<file path="config.mk">
export PLATFORM = sky130hd
export DESIGN_NAME = nvme_cdc_evt_tx
export DESIGN_NICKNAME = d
export VERILOG_FILES = /design/src/rtl/nvme_cdc_evt_tx.sv
export SDC_FILE = /design/constraint.sdc
export NUM_CORES = 1
export LEC_CHECK = 0
export BUFFER_PORTS_ARGS = -buffer_cell sky130_fd_sc_hd__buf_2
export CAP_MARGIN = 40
export CORE_MARGIN = 3
export CORE_UTILIZATION = 45
export CTS_BUF_LIST = sky130_fd_sc_hd__clkbuf_8 sky130_fd_sc_hd__clkbuf_16
export DETAILED_ROUTE_END_ITERATION = 7
export HOLD_SLACK_MARGIN = 0.12
export PLACE_DENSITY = 0.66
export SLEW_MARGIN = 30
export SYNTH_ARGS = -nofsm -noshare
export SYNTH_HDL_FRONTEND = slang
export SYNTH_SLANG_ARGS = --single-unit
</file>
<file path="constraint.sdc">
create_clock -name clk -period 1.85 [get_ports clk]
set_input_delay 0.555 -clock clk [delete_from_list [all_inputs] [get_ports clk]]
set_output_delay 0.555 -clock clk [all_outputs]
set_load 0.03 [all_outputs]
</file>
<file path="src/rtl/nvme_cdc_evt_tx.sv">
// Source end of a toggle req/ack crossing that ships saturating event counts.
// The data word is held from launch until the synchronized ack returns.
module nvme_cdc_evt_tx #(
  parameter int STAGES = 3,
  parameter int CW     = 8
) (
  input  logic          clk,
  input  logic          reset_n,
  input  logic          i_evt,
  input  logic          i_ack,
  input  logic          i_overflow_clr,
  output logic          o_req,
  output logic [CW-1:0] o_data,
  output logic          o_busy,
  output logic          o_overflow,
  output logic          o_proto_err
);

  typedef enum logic {
    IDLE,
    WAIT
  } state_t;

  state_t state_q, state_d;

  (* ASYNC_REG = "TRUE" *)
  logic [STAGES-1:0] sync_q;

  logic          ack_s;
  logic [CW-1:0] acc_q;
  logic          req_q;
  logic [CW-1:0] data_q;
  logic          busy_q;
  logic          ovf_q;
  logic          perr_q;
  logic          acc_nz;
  logic          acc_sat;
  logic          launch;
  logic          done;

  assign ack_s   = sync_q[STAGES-1];
  assign acc_nz  = (acc_q != '0);
  assign acc_sat = (acc_q == '1);

  always_ff @(posedge clk or negedge reset_n) begin
    if (!reset_n) begin
      sync_q <= '0;
    end else begin
      sync_q <= {sync_q[STAGES-2:0], i_ack};
    end
  end

  always_comb begin
    state_d = state_q;
    launch  = 1'b0;
    done    = 1'b0;
    unique case (state_q)
      IDLE: begin
        if (acc_nz) begin
          launch  = 1'b1;
          state_d = WAIT;
        end
      end
      WAIT: begin
        if (ack_s == req_q) begin
          done    = 1'b1;
          state_d = IDLE;
        end
      end
      default: state_d = IDLE;
    endcase
  end

  always_ff @(posedge clk or negedge reset_n) begin
    if (!reset_n) begin
      state_q <= IDLE;
    end else begin
      state_q <= state_d;
    end
  end

  // A same-edge event seeds the fresh count so it is never dropped
  always_ff @(posedge clk or negedge reset_n) begin
    if (!reset_n) begin
      acc_q <= '0;
    end else if (launch) begin
      acc_q <= CW'(i_evt);
    end else if (i_evt && !acc_sat) begin
      acc_q <= acc_q + CW'(1);
    end
  end

  always_ff @(posedge clk or negedge reset_n) begin
    if (!reset_n) begin
      req_q  <= 1'b0;
      data_q <= '0;
      busy_q <= 1'b0;
    end else if (launch) begin
      req_q  <= ~req_q;
      data_q <= acc_q;
      busy_q <= 1'b1;
    end else if (done) begin
      busy_q <= 1'b0;
    end
  end

  // Set has priority over clear
  always_ff @(posedge clk or negedge reset_n) begin
    if (!reset_n) begin
      ovf_q <= 1'b0;
    end else if (i_evt && acc_sat && !launch) begin
      ovf_q <= 1'b1;
    end else if (i_overflow_clr) begin
      ovf_q <= 1'b0;
    end
  end

  always_ff @(posedge clk or negedge reset_n) begin
    if (!reset_n) begin
      perr_q <= 1'b0;
    end else if (state_q == IDLE && ack_s != req_q) begin
      perr_q <= 1'b1;
    end
  end

  assign o_req       = req_q;
  assign o_data      = data_q;
  assign o_busy      = busy_q;
  assign o_overflow  = ovf_q;
  assign o_proto_err = perr_q;

endmodule

</file>
Word-level counts from Yosys, hierarchy flattened
Index checks and enable logic that the tools add are counted.
{ "totals": {"reg_bits": 24, "out_inout_bits": 12, "elab_cells": 36} }
{ "op_classes": {"addsub": 1, "eq_ne": 3, "muxes": 12, "bitwise_logic": 2, "n_reduce_logical": 10} }
{ "ops": {"columns": ["op", "n"], "rows": [
  ["$mux 8", 2],
  ["$mux 1", 9],
  ["$add 8x1->8 const B", 1],
  ["$eq 8x8->1 const B", 1],
  ["$reduce_bool 8->1", 1],
  ["$reduce_bool 2->1", 3],
  ["$logic_and 1x1->1", 4],
  ["$logic_not 1->1", 2],
  ["$not 1->1", 2],
  ["$pmux 1 s2", 1],
  ["$eq 1x1->1", 1],
  ["$ne 1x1->1", 1]
]} }

Depth between registers and ports, before layout
Gate-level depths: netlist of run 1.
{ "depth": {"word_depth": 6, "mapped_depth": 5} }

Least setup slack after synthesis of run 1
Ideal clock, no wire load.
{ "synth_timing": {"path_kind": "register to register", "startpoint": "register acc_q[0]", "endpoint": "register data_q[0], in the netlist o_data[0]", "setup_time_ns": 0.125, "arrival_ns": 1.291, "t_required_ns": 1.725, "path_slack_ns": 0.434, "path_stages_with_launch": 5, "cell_sequence": "dfrtp_1 inv_1 ha_1 a31oi_4 mux2_2"} }
{ "synth_via": {"elab_chain_len": 3} }
{ "synth_lines": {"columns": ["item", "line_no", "source"], "rows": [
  ["start, declared", "30", "logic [CW-1:0] acc_q;"],
  ["start signal, assigned", "87", "acc_q <= CW'(i_evt);"],
  ["start signal, assigned", "89", "acc_q <= acc_q + CW'(1);"],
  ["$reduce_bool 8->1", "42", "assign acc_nz = (acc_q != '0);"],
  ["$mux 1", "59", "if (acc_nz) begin"],
  ["$mux 1", "57", "unique case (state_q)"],
  ["end signal, assigned", "100", "data_q <= acc_q;"],
  ["end, declared", "32", "logic [CW-1:0] data_q;"]
]} }
Several ways; a longest one is shown, not always the timed one.
A chain may end at the register's enable or synchronous reset.

Final worst setup path of run 1
{ "layout_timing": {"startpoint": "register acc_q[0]", "endpoint": "register data_q[4], in the netlist o_data[4]"} }
{ "layout_via": {"elab_chain_len": 3} }
{ "layout_lines": {"columns": ["item", "line_no"], "rows": [
  ["$reduce_bool 8->1", "42"],
  ["$mux 1", "59"],
  ["$mux 1", "57"]
]} }
No other way between the ends.

==> out/summary.md, run 1 <==
Compared with the post-synthesis result, the final layout area differs by 16.8%. Synthesis produced a netlist with a net count of 101. After synthesis, flip-flops and latches occupy 54.8% of the total area. Global routing used 13.6% of the available tracks across all layers. The die covers 3060 µm². The number of cells produced by synthesis was 94; the buffer count from post-CTS setup fixing was 0. At the worst endpoint, the arrival time is 1840 ps. The worst hold-check path type was in2async. Global-route wire length before repair: 3.26 mm. The run gives 34.7% as the combinational power share. The minimum clock period after layout was 1700 ps; the number of buffers on the longest clock path was 2. The worst reg-to-reg path cell count was 4. STA classifies the critical path endpoint as a flop. In this run the clock root is driven by a sky130_fd_sc_hd__clkbuf_8.

Beginning of the worst register-to-register path: acc_q[0]. TritonCTS built the clock tree. The clock group share of total power was 24.5%; the placeable core region was 2250 µm². In this run the count of I/O pins placed on the die edge is 17. The initialized floorplan defines 17 standard-cell rows.

The run gives 25 as the pin count of the biggest net entering global routing. Traced cell by cell, the critical path runs through inv_1, ha_1, a31oi_4, mux2_2. The run gives 0 as the total inserted antenna cells.

After detailed routing, the number of remaining DRC violations is 0. The logs give 0 for the max capacitance violation total and 48.6% for the effective utilization at floorplan. The terminus of the critical flop-to-flop path was o_data[4].

The number of register bits inferred by synthesis works out to 24. The via count of the first global-routing pass was 707; the hold-fix buffer count after cts was 0. After detailed routing, the total wire length is 1.91 mm. Clock tree synthesis inserted a total of 3 buffers. The run gives 0 as the count of warnings emitted by yosys. For the final net count, the log shows 121. Clock skew on the completed layout was measured at 8.01 ps. The logs give 437 µm² for the multi-input combinational cell area and 0 for the number of gates resized after CTS.

The share of the clock period used by the worst path was 91.7%; the net switching fraction of the power was 34.7%. Static timing analysis puts the maximum clock frequency at 589 MHz. In this run the remaining antenna-violating nets after routing total 0. For this run the aggregate overflow at the end of global routing stands at 0. Among cell families on the critical path, the largest total delay comes from compound AO/OA/AOI/OAI gates. The floorplan step set the die width to 55.4 µm.

Summed over all nets, the switching power comes to 0.000620 W. Setup repair after global routing left no endpoint under its margin. For this design the ratio of total power to cell area is 1400 nW/µm².

At the worst endpoint, the required time is 1990 ps. Across the whole layout, storage elements account for 601 µm². The per-cell routed wire length works out to 13.5 µm. The analysis attributes to cell leakage a power of 0.584 nW. The final count of pins violating max slew is 0. The count of port buffers added during placement works out to 16.

Among all stages on the critical path, the largest delay is contributed by sky130_fd_sc_hd__a31oi_4. In this run the cell area of the synthesized design comes to 1100 µm². A synthesized cell averages 11.7 µm².

In this run the worst path has a maximum fanout of 16. The initial antenna violation count came out at 0. After routing, the total negative slack on setup checks comes to 0 ps. The delay contributed by the slowest stage of the critical path came out at 450 ps. Headroom to the max-slew limit came out at 64.6%.

The overall die height was 55.4 µm. The peak ir drop on the vdd network is 0.848 mV, and the weighted congestion at the end of routability-driven global placement is 0.861. Cells with a size suffix above 1 make up 32.7% of the layout. In the routed layout, each cell is associated on average with a via count of 5.40. The pre-antenna-repair detailed-routing pass consisted of 4 iterations. The internal power of the cells totals 0.00117 W.

The routed layout has 761 vias. Of the total power, registers draw 40.8%. The run finished with clean final reports. Power comes to 0.00179 W. STA classifies the critical path startpoint as a flop. At the later pin of the worst-skew pair, clock insertion delay measures 260 ps. The number of H-tree branching levels was 1; the register clock-pin slew on the reported worst setup and hold paths was 80 ps. Counting the fill cells in the layout gives 197.

Synthesis instantiated 31 different standard cells from the library. The slew at the pin closest to its max-slew limit was 530 ps; the total buffers and inverters traversed by the critical path was 1. The setup path with the least slack is of type reg2reg. The tree built by TritonCTS fans out to 24 sinks. Setup violations remaining at the end of the flow were counted as 0.

The HPWL after detailed placement is 1.39 mm. The detailed router finished its first iteration with 10 violations. The slack of the worst reg-to-reg path is 150 ps. The final hold violation count is 0.
cell type report:
class / instances / area share, %
clock buffer: 3 / 3.23
timing repair buffer: 19 / 8.02
tap: 28 / 2.74
multi-input combinational: 57 / 34.1
sequential: 24 / 46.9
inverter: 9 / 2.64
clock inverter: 1 / 2.35
power groups by stage:
stage                     combinational (W)  sequential [W]  clock [W]
after floorplan                    0.000401        0.000816          0
after global placement             0.000615        0.000737          0
final                              0.000620        0.000730   0.000438
after global routing               0.000676        0.000749   0.000478
after CTS                          0.000629        0.000731   0.000453
after detailed placement           0.000626        0.000742          0
flip-flops by register name (all words and copies together), names as in the netlist:
name	count
acc_q	8
state_q	1
sync_q	3
o_req	1
o_overflow	1
o_busy	1
o_proto_err	1
o_data	8
worst reg2reg max path, cell delays in order, from the launching register on:
cell and delay (ps):
sky130_fd_sc_hd__dfrtp_1 420, sky130_fd_sc_hd__inv_1 60, sky130_fd_sc_hd__ha_1 230, sky130_fd_sc_hd__a31oi_4 450
sky130_fd_sc_hd__mux2_2 410
Yosys cell counts:
| cell type | instances | share of area, % |
|---|---|---|
| sky130_fd_sc_hd__dfrtp_1 | 24 | 55 |
| sky130_fd_sc_hd__inv_1 | 9 | 3.1 |
| sky130_fd_sc_hd__nor2_1 | 9 | 3.1 |
| sky130_fd_sc_hd__mux2_2 | 6 | 6.2 |
| sky130_fd_sc_hd__nand3_1 | 5 | 2.3 |
| sky130_fd_sc_hd__a211oi_2 | 3 | 3.4 |
| sky130_fd_sc_hd__a21oi_1 | 3 | 1.4 |
| sky130_fd_sc_hd__nand2_1 | 3 | 1.0 |
| sky130_fd_sc_hd__nand4_1 | 3 | 1.7 |
| sky130_fd_sc_hd__o22ai_1 | 3 | 1.7 |
| sky130_fd_sc_hd__a31oi_1 | 2 | 1.1 |
| sky130_fd_sc_hd__buf_2 | 2 | 0.91 |
| sky130_fd_sc_hd__ha_1 | 2 | 2.3 |
| sky130_fd_sc_hd__nor3_2 | 2 | 1.8 |
| sky130_fd_sc_hd__xor2_1 | 2 | 1.6 |
| sky130_fd_sc_hd__a311oi_1 | 1 | 0.80 |
| sky130_fd_sc_hd__a31oi_4 | 1 | 1.9 |
| sky130_fd_sc_hd__and3_1 | 1 | 0.57 |
| sky130_fd_sc_hd__and4_2 | 1 | 0.91 |
| sky130_fd_sc_hd__buf_6 | 1 | 1.0 |
| sky130_fd_sc_hd__clkbuf_1 | 1 | 0.34 |
| sky130_fd_sc_hd__mux2i_1 | 1 | 0.91 |
| sky130_fd_sc_hd__nand2b_1 | 1 | 0.57 |
| sky130_fd_sc_hd__nand3b_1 | 1 | 0.69 |
| sky130_fd_sc_hd__nor3_1 | 1 | 0.46 |
| sky130_fd_sc_hd__nor4_4 | 1 | 1.9 |
| sky130_fd_sc_hd__o211ai_1 | 1 | 0.69 |
| sky130_fd_sc_hd__o21ai_0 | 1 | 0.46 |
| sky130_fd_sc_hd__o21bai_1 | 1 | 0.69 |
| sky130_fd_sc_hd__o311ai_0 | 1 | 0.80 |
| sky130_fd_sc_hd__xnor2_1 | 1 | 0.80 |
layout by cell type (no fill, tap or decap), drive strengths merged, types with 2 or more instances in the layout:
cell / Yosys / final
dfrtp: 24 / 24
buf: 3 / 19
inv: 9 / 9
nor2: 9 / 9
mux2: 6 / 6
nand3: 5 / 5
a21oi: 3 / 3
a211oi: 3 / 3
nand4: 3 / 3
nand2: 3 / 3
o22ai: 3 / 3
clkbuf: 1 / 3
a31oi: 3 / 3
nor3: 3 / 3
xor2: 2 / 2
ha: 2 / 2
kinds of logic after synthesis:
group / after synthesis / share of synthesized area [%]
compound gates: 17 / 13.0
xor+xnor: 3 / 2.40
fa+ha+maj: 2 / 2.28
buf+inv: 13 / 5.36
flops: 24 / 54.8
mux: 7 / 7.08
simple gates: 28 / 15.1
metal layers:
metal,vias to the layer above,GRT usage [%],routed length (µm)
li1,372,-,-
met1,366,19.1,886
met2,21,20.1,922
met3,2,3.50,83
met4,0,5.21,14
met5,-,0,0
worst max-delay path by stage:
stage | startpoint | to | slack [ps] | depth (start not counted)
after floorplan | acc_q[0] | o_data[0] | 430 | 4
after global routing | acc_q[0] | o_data[4] | 50 | 4
after CTS | acc_q[0] | o_data[4] | 140 | 4
final | acc_q[0] | o_data[4] | 150 | 4
after global placement | acc_q[0] | o_data[0] | 210 | 4
after detailed placement | acc_q[0] | o_data[3] | 180 | 4
per-stage QoR:
step / instance area (µm²) / hold slack [ps] / std cells / util [%] / setup WS [ps]
global placement: 1210 / 334 / 137 / 53.6 / 214
detailed placement: 1210 / 337 / 137 / 53.6 / 179
finish: 1280 / 261 / 141 / 56.8 / 154
global route: 1280 / 284 / 141 / 56.8 / 47.8
floorplan: 1100 / 259 / 94 / - / 434
CTS: 1280 / 278 / 141 / 56.8 / 140
Note: power is estimated with default switching activity, not from simulation.
==> run 2, diff against run 1 <==
--- a/config.mk
+++ b/config.mk
@@ -7,12 +7,14 @@
 export LEC_CHECK = 0
 export BUFFER_PORTS_ARGS = -buffer_cell sky130_fd_sc_hd__buf_2
 export CAP_MARGIN = 40
+export CELL_PAD_IN_SITES_DETAIL_PLACEMENT = 0
+export CELL_PAD_IN_SITES_GLOBAL_PLACEMENT = 1
 export CORE_MARGIN = 3
-export CORE_UTILIZATION = 45
+export CORE_UTILIZATION = 43
 export CTS_BUF_LIST = sky130_fd_sc_hd__clkbuf_8 sky130_fd_sc_hd__clkbuf_16
 export DETAILED_ROUTE_END_ITERATION = 7
 export HOLD_SLACK_MARGIN = 0.12
-export PLACE_DENSITY = 0.66
+export PLACE_DENSITY_LB_ADDON = 0.1
 export SLEW_MARGIN = 30
 export SYNTH_ARGS = -nofsm -noshare
 export SYNTH_HDL_FRONTEND = slang
==> run 2 against run 1 <==
  * Critical path type unchanged
  * Worst hold slack lost 0.85 ps
  * Total power is 1.8% higher
  * Combinational power is 3.5% higher
  * Global-route usage up 0.43 points
  * Non-clock buffer count is 1 higher
  * Worst setup slack better by 28 ps
  * Wire length is 7.1% higher
  * Flip-flop and latch count did not move
  * Cell count is 0.71% higher
  * First-iteration DRC count up 20%
  * Clock power grew 3%
  * Register-to-register slack gained 30 ps
  * Largest cell class unchanged
==> out/summary.md, run 2 (same netlist as run 1, synthesis figures left out) <==
The number of top-level design ports was 17 (unchanged). The logs give 4.95 ps (was 8.01 ps) for the post-route clock skew and 0 (unchanged) for the final count of pins violating max slew. The count of port buffers added during placement is 16 (unchanged), and the slack of the worst reg-to-reg path is 180 ps (was 150 ps).

The slew at the pin closest to its max-slew limit is 525 ps (was 530 ps), and the remaining global-route overflow is 0 (unchanged). The run gives 0.817 (was 0.861) as the weighted congestion at the end of routability-driven global placement. The multi-input combinational cell area was 437 µm² (unchanged).

The max capacitance violation total is 0 (unchanged), and the number of buffers on the longest clock path is 2 (unchanged). The initial antenna violation count is 0 (unchanged). Endpoint type of the worst setup path: a flop (unchanged).

The family with the most delay on the worst path was flip-flops (was compound AO/OA/AOI/OAI gates). The register clock-pin slew on the reported worst setup and hold paths works out to 90 ps (was 80 ps). Launching element type of the critical path: a flop (unchanged). Global-route wire length before repair: 3.54 mm (was 3.26 mm). The run gives 55.5% (was 56.8%) as the utilization of the core after routing. The delay contributed by the slowest stage of the critical path came out at 430 ps (was 450 ps). The total inserted antenna cells was 0 (unchanged).

The overall die area is 3190 µm² (was 3060 µm²). The number of fill cells in the layout is 220 (was 197), and the fraction of layout cells with a size suffix above 1 is 33.3% (was 32.7%). The total buffers and inverters traversed by the critical path is 1 (unchanged), and the number of H-tree branching levels is 1 (unchanged).

The total global routing track utilization was 14.0% (was 13.6%); the routed length on met1 was 955 µm (was 886 µm). The area of all sequential standard cells is 601 µm² (unchanged), and the pin count of the biggest net entering global routing is 25 (unchanged). Total length of routed wires: 2.04 mm (was 1.91 mm). The timing-limited maximum frequency came out at 599 MHz (was 589 MHz).

The run gives 2320 µm² (was 2250 µm²) as the placeable core region. Most frequent cells in the layout: 24 x sky130_fd_sc_hd__dfrtp_1, 16 x sky130_fd_sc_hd__buf_2, 9 x sky130_fd_sc_hd__inv_1, 9 x sky130_fd_sc_hd__nor2_1, 6 x sky130_fd_sc_hd__mux2_2 (unchanged). The run gives 0 (unchanged) as the final routed DRC violation total. The worst hold-check path type was in2async (unchanged). TritonCTS built the clock tree.

The run finished with clean final reports. For the final hold violation count, the log shows 0 (unchanged). The growth of design area from synthesis to finish was 17.5% (was 16.8%). The leakage power is 0.589 nW (was 0.584 nW). For the first-pass iteration count of the detailed router, the log shows 4 (unchanged). The final number of setup-violating endpoints is 0 (unchanged). For the estimated wirelength of the detail-placed design, the log shows 1.49 mm (was 1.39 mm). The share of the clock period used by the worst path was 90.2% (was 91.7%). The effective utilization at floorplan came out at 47.3% (was 48.6%). The root cell of the clock tree is sky130_fd_sc_hd__clkbuf_8 (unchanged). The via density per instance was 5.46 (was 5.40); the count of routing violations after the opening detailed-route iteration was 12 (was 10).

The wire length on met3 is 63 µm (was 83 µm). The critical path class is reg2reg (unchanged). The run gives 1810 ps (was 1840 ps) as the arrival time of the worst setup path. The critical-path maximum fanout was 13 (was 16). The number of buffers added by the clock tree synthesis step was 3 (unchanged). The per-cell routed wire length was 14.4 µm (was 13.5 µm); the number of clock sinks was 24 (unchanged).

Source-to-sink clock delay at the later pin of the worst-skew pair: 260 ps (about the same). The commonest non-fill, non-tap cell in the layout is sky130_fd_sc_hd__dfrtp_1 (unchanged). The minimum clock period after layout came out at 1670 ps (was 1700 ps).

Relative slew slack: 65.0% (was 64.6%). The run gives 0 (unchanged) as the remaining antenna violation count. Setup repair after global routing left no endpoint under its margin. The peak ir drop on the vdd network is 0.926 mV (was 0.848 mV).

The die width was 56.5 µm (was 55.4 µm). The worst endpoint required time is 1990 ps (about the same), and the via count of the first global-routing pass is 771 (was 707). The run gives 0 ps (unchanged) as the final setup TNS.

The highest metal layer used by the detailed router was met4 (unchanged). The number of vias after detailed routing was 775 (was 761). Routed length on met2: 1.01 mm (was 922 µm). The ratio of total power to cell area works out to 1410 nW/µm² (was 1400 nW/µm²). Slowest cell on the critical path: sky130_fd_sc_hd__dfrtp_1 (was sky130_fd_sc_hd__a31oi_4). The floorplan row count is 17 (unchanged).

The run gives 122 (was 121) as the final net count. Critical path, cell by cell: inv_1, ha_1, a31oi_4, mux2_2 (unchanged). Overall die height: 56.5 µm (was 55.4 µm).
run 2: changes by cell type in the layout (fill, tap and decap cells not counted), sizes merged:
cell / delta
buf: +1
run 2: layout make-up:
cell class	count	share of cell area (%)
timing repair buffer	20	8.55
clock buffer	3	3.21
tap	28	2.72
inverter	9	2.62
sequential	24	46.6
multi-input combinational	57	33.9
clock inverter	1	2.33
run 2: path summary, 6_finish.rpt:
kind / start / end / cells past startpoint
setup / recovery: acc_q[0] / o_data[3] / 4
hold / removal: reset_n / o_data[6] / 1
setup reg to reg: acc_q[0] / o_data[3] / 4
hold reg to reg: sync_q[1] / sync_q[2] / 0
max in group asynchronous: reset_n / o_req / 1
min in group clk: sync_q[1] / sync_q[2] / 0
run 2: power breakdown:
part | leakage [nW] | internal [W] | switching (W)
logic | 0.245 | 0.000249 | 0.000393
clock network | 0.0357 | 0.000289 | 0.000160
registers | 0.308 | 0.000630 | 0.0000988
total | 0.589 | 0.00117 | 0.000652
run 2: timing repair:
item,4_1_cts,5_1_grt
buffers inserted,0,0
setup endpoints to repair,0,2
hold buffers,0,0
gates resized for setup,0,1
run 2: layer usage:
metal  track usage, %  vias to the layer above
met2             21.9                       13
met5                0                        -
met3             2.30                        2
li1                 -                      374
met4             4.41                        0
met1             19.7                      386
run 2: metrics by stage:
stage / cells / worst slack (ps) / area, µm² / power [W] / hold slack (ps)
2_1_floorplan: 94 / 434 / 1100 / 0.00122 / 259
3_3_place_gp: 138 / 205 / 1220 / 0.00138 / 333
3_5_place_dp: 138 / 177 / 1220 / 0.00139 / 336
4_1_cts: 142 / 156 / 1290 / 0.00185 / 274
5_1_grt: 142 / 53.1 / 1290 / 0.00194 / 289
6_report: 142 / 181 / 1290 / 0.00182 / 260
run 2: worst register-to-register path: stages (launching register included):
cell and delay [ps]:
sky130_fd_sc_hd__dfrtp_1 430, sky130_fd_sc_hd__inv_1 60, sky130_fd_sc_hd__ha_1 250, sky130_fd_sc_hd__a31oi_4 410, sky130_fd_sc_hd__mux2_2 400
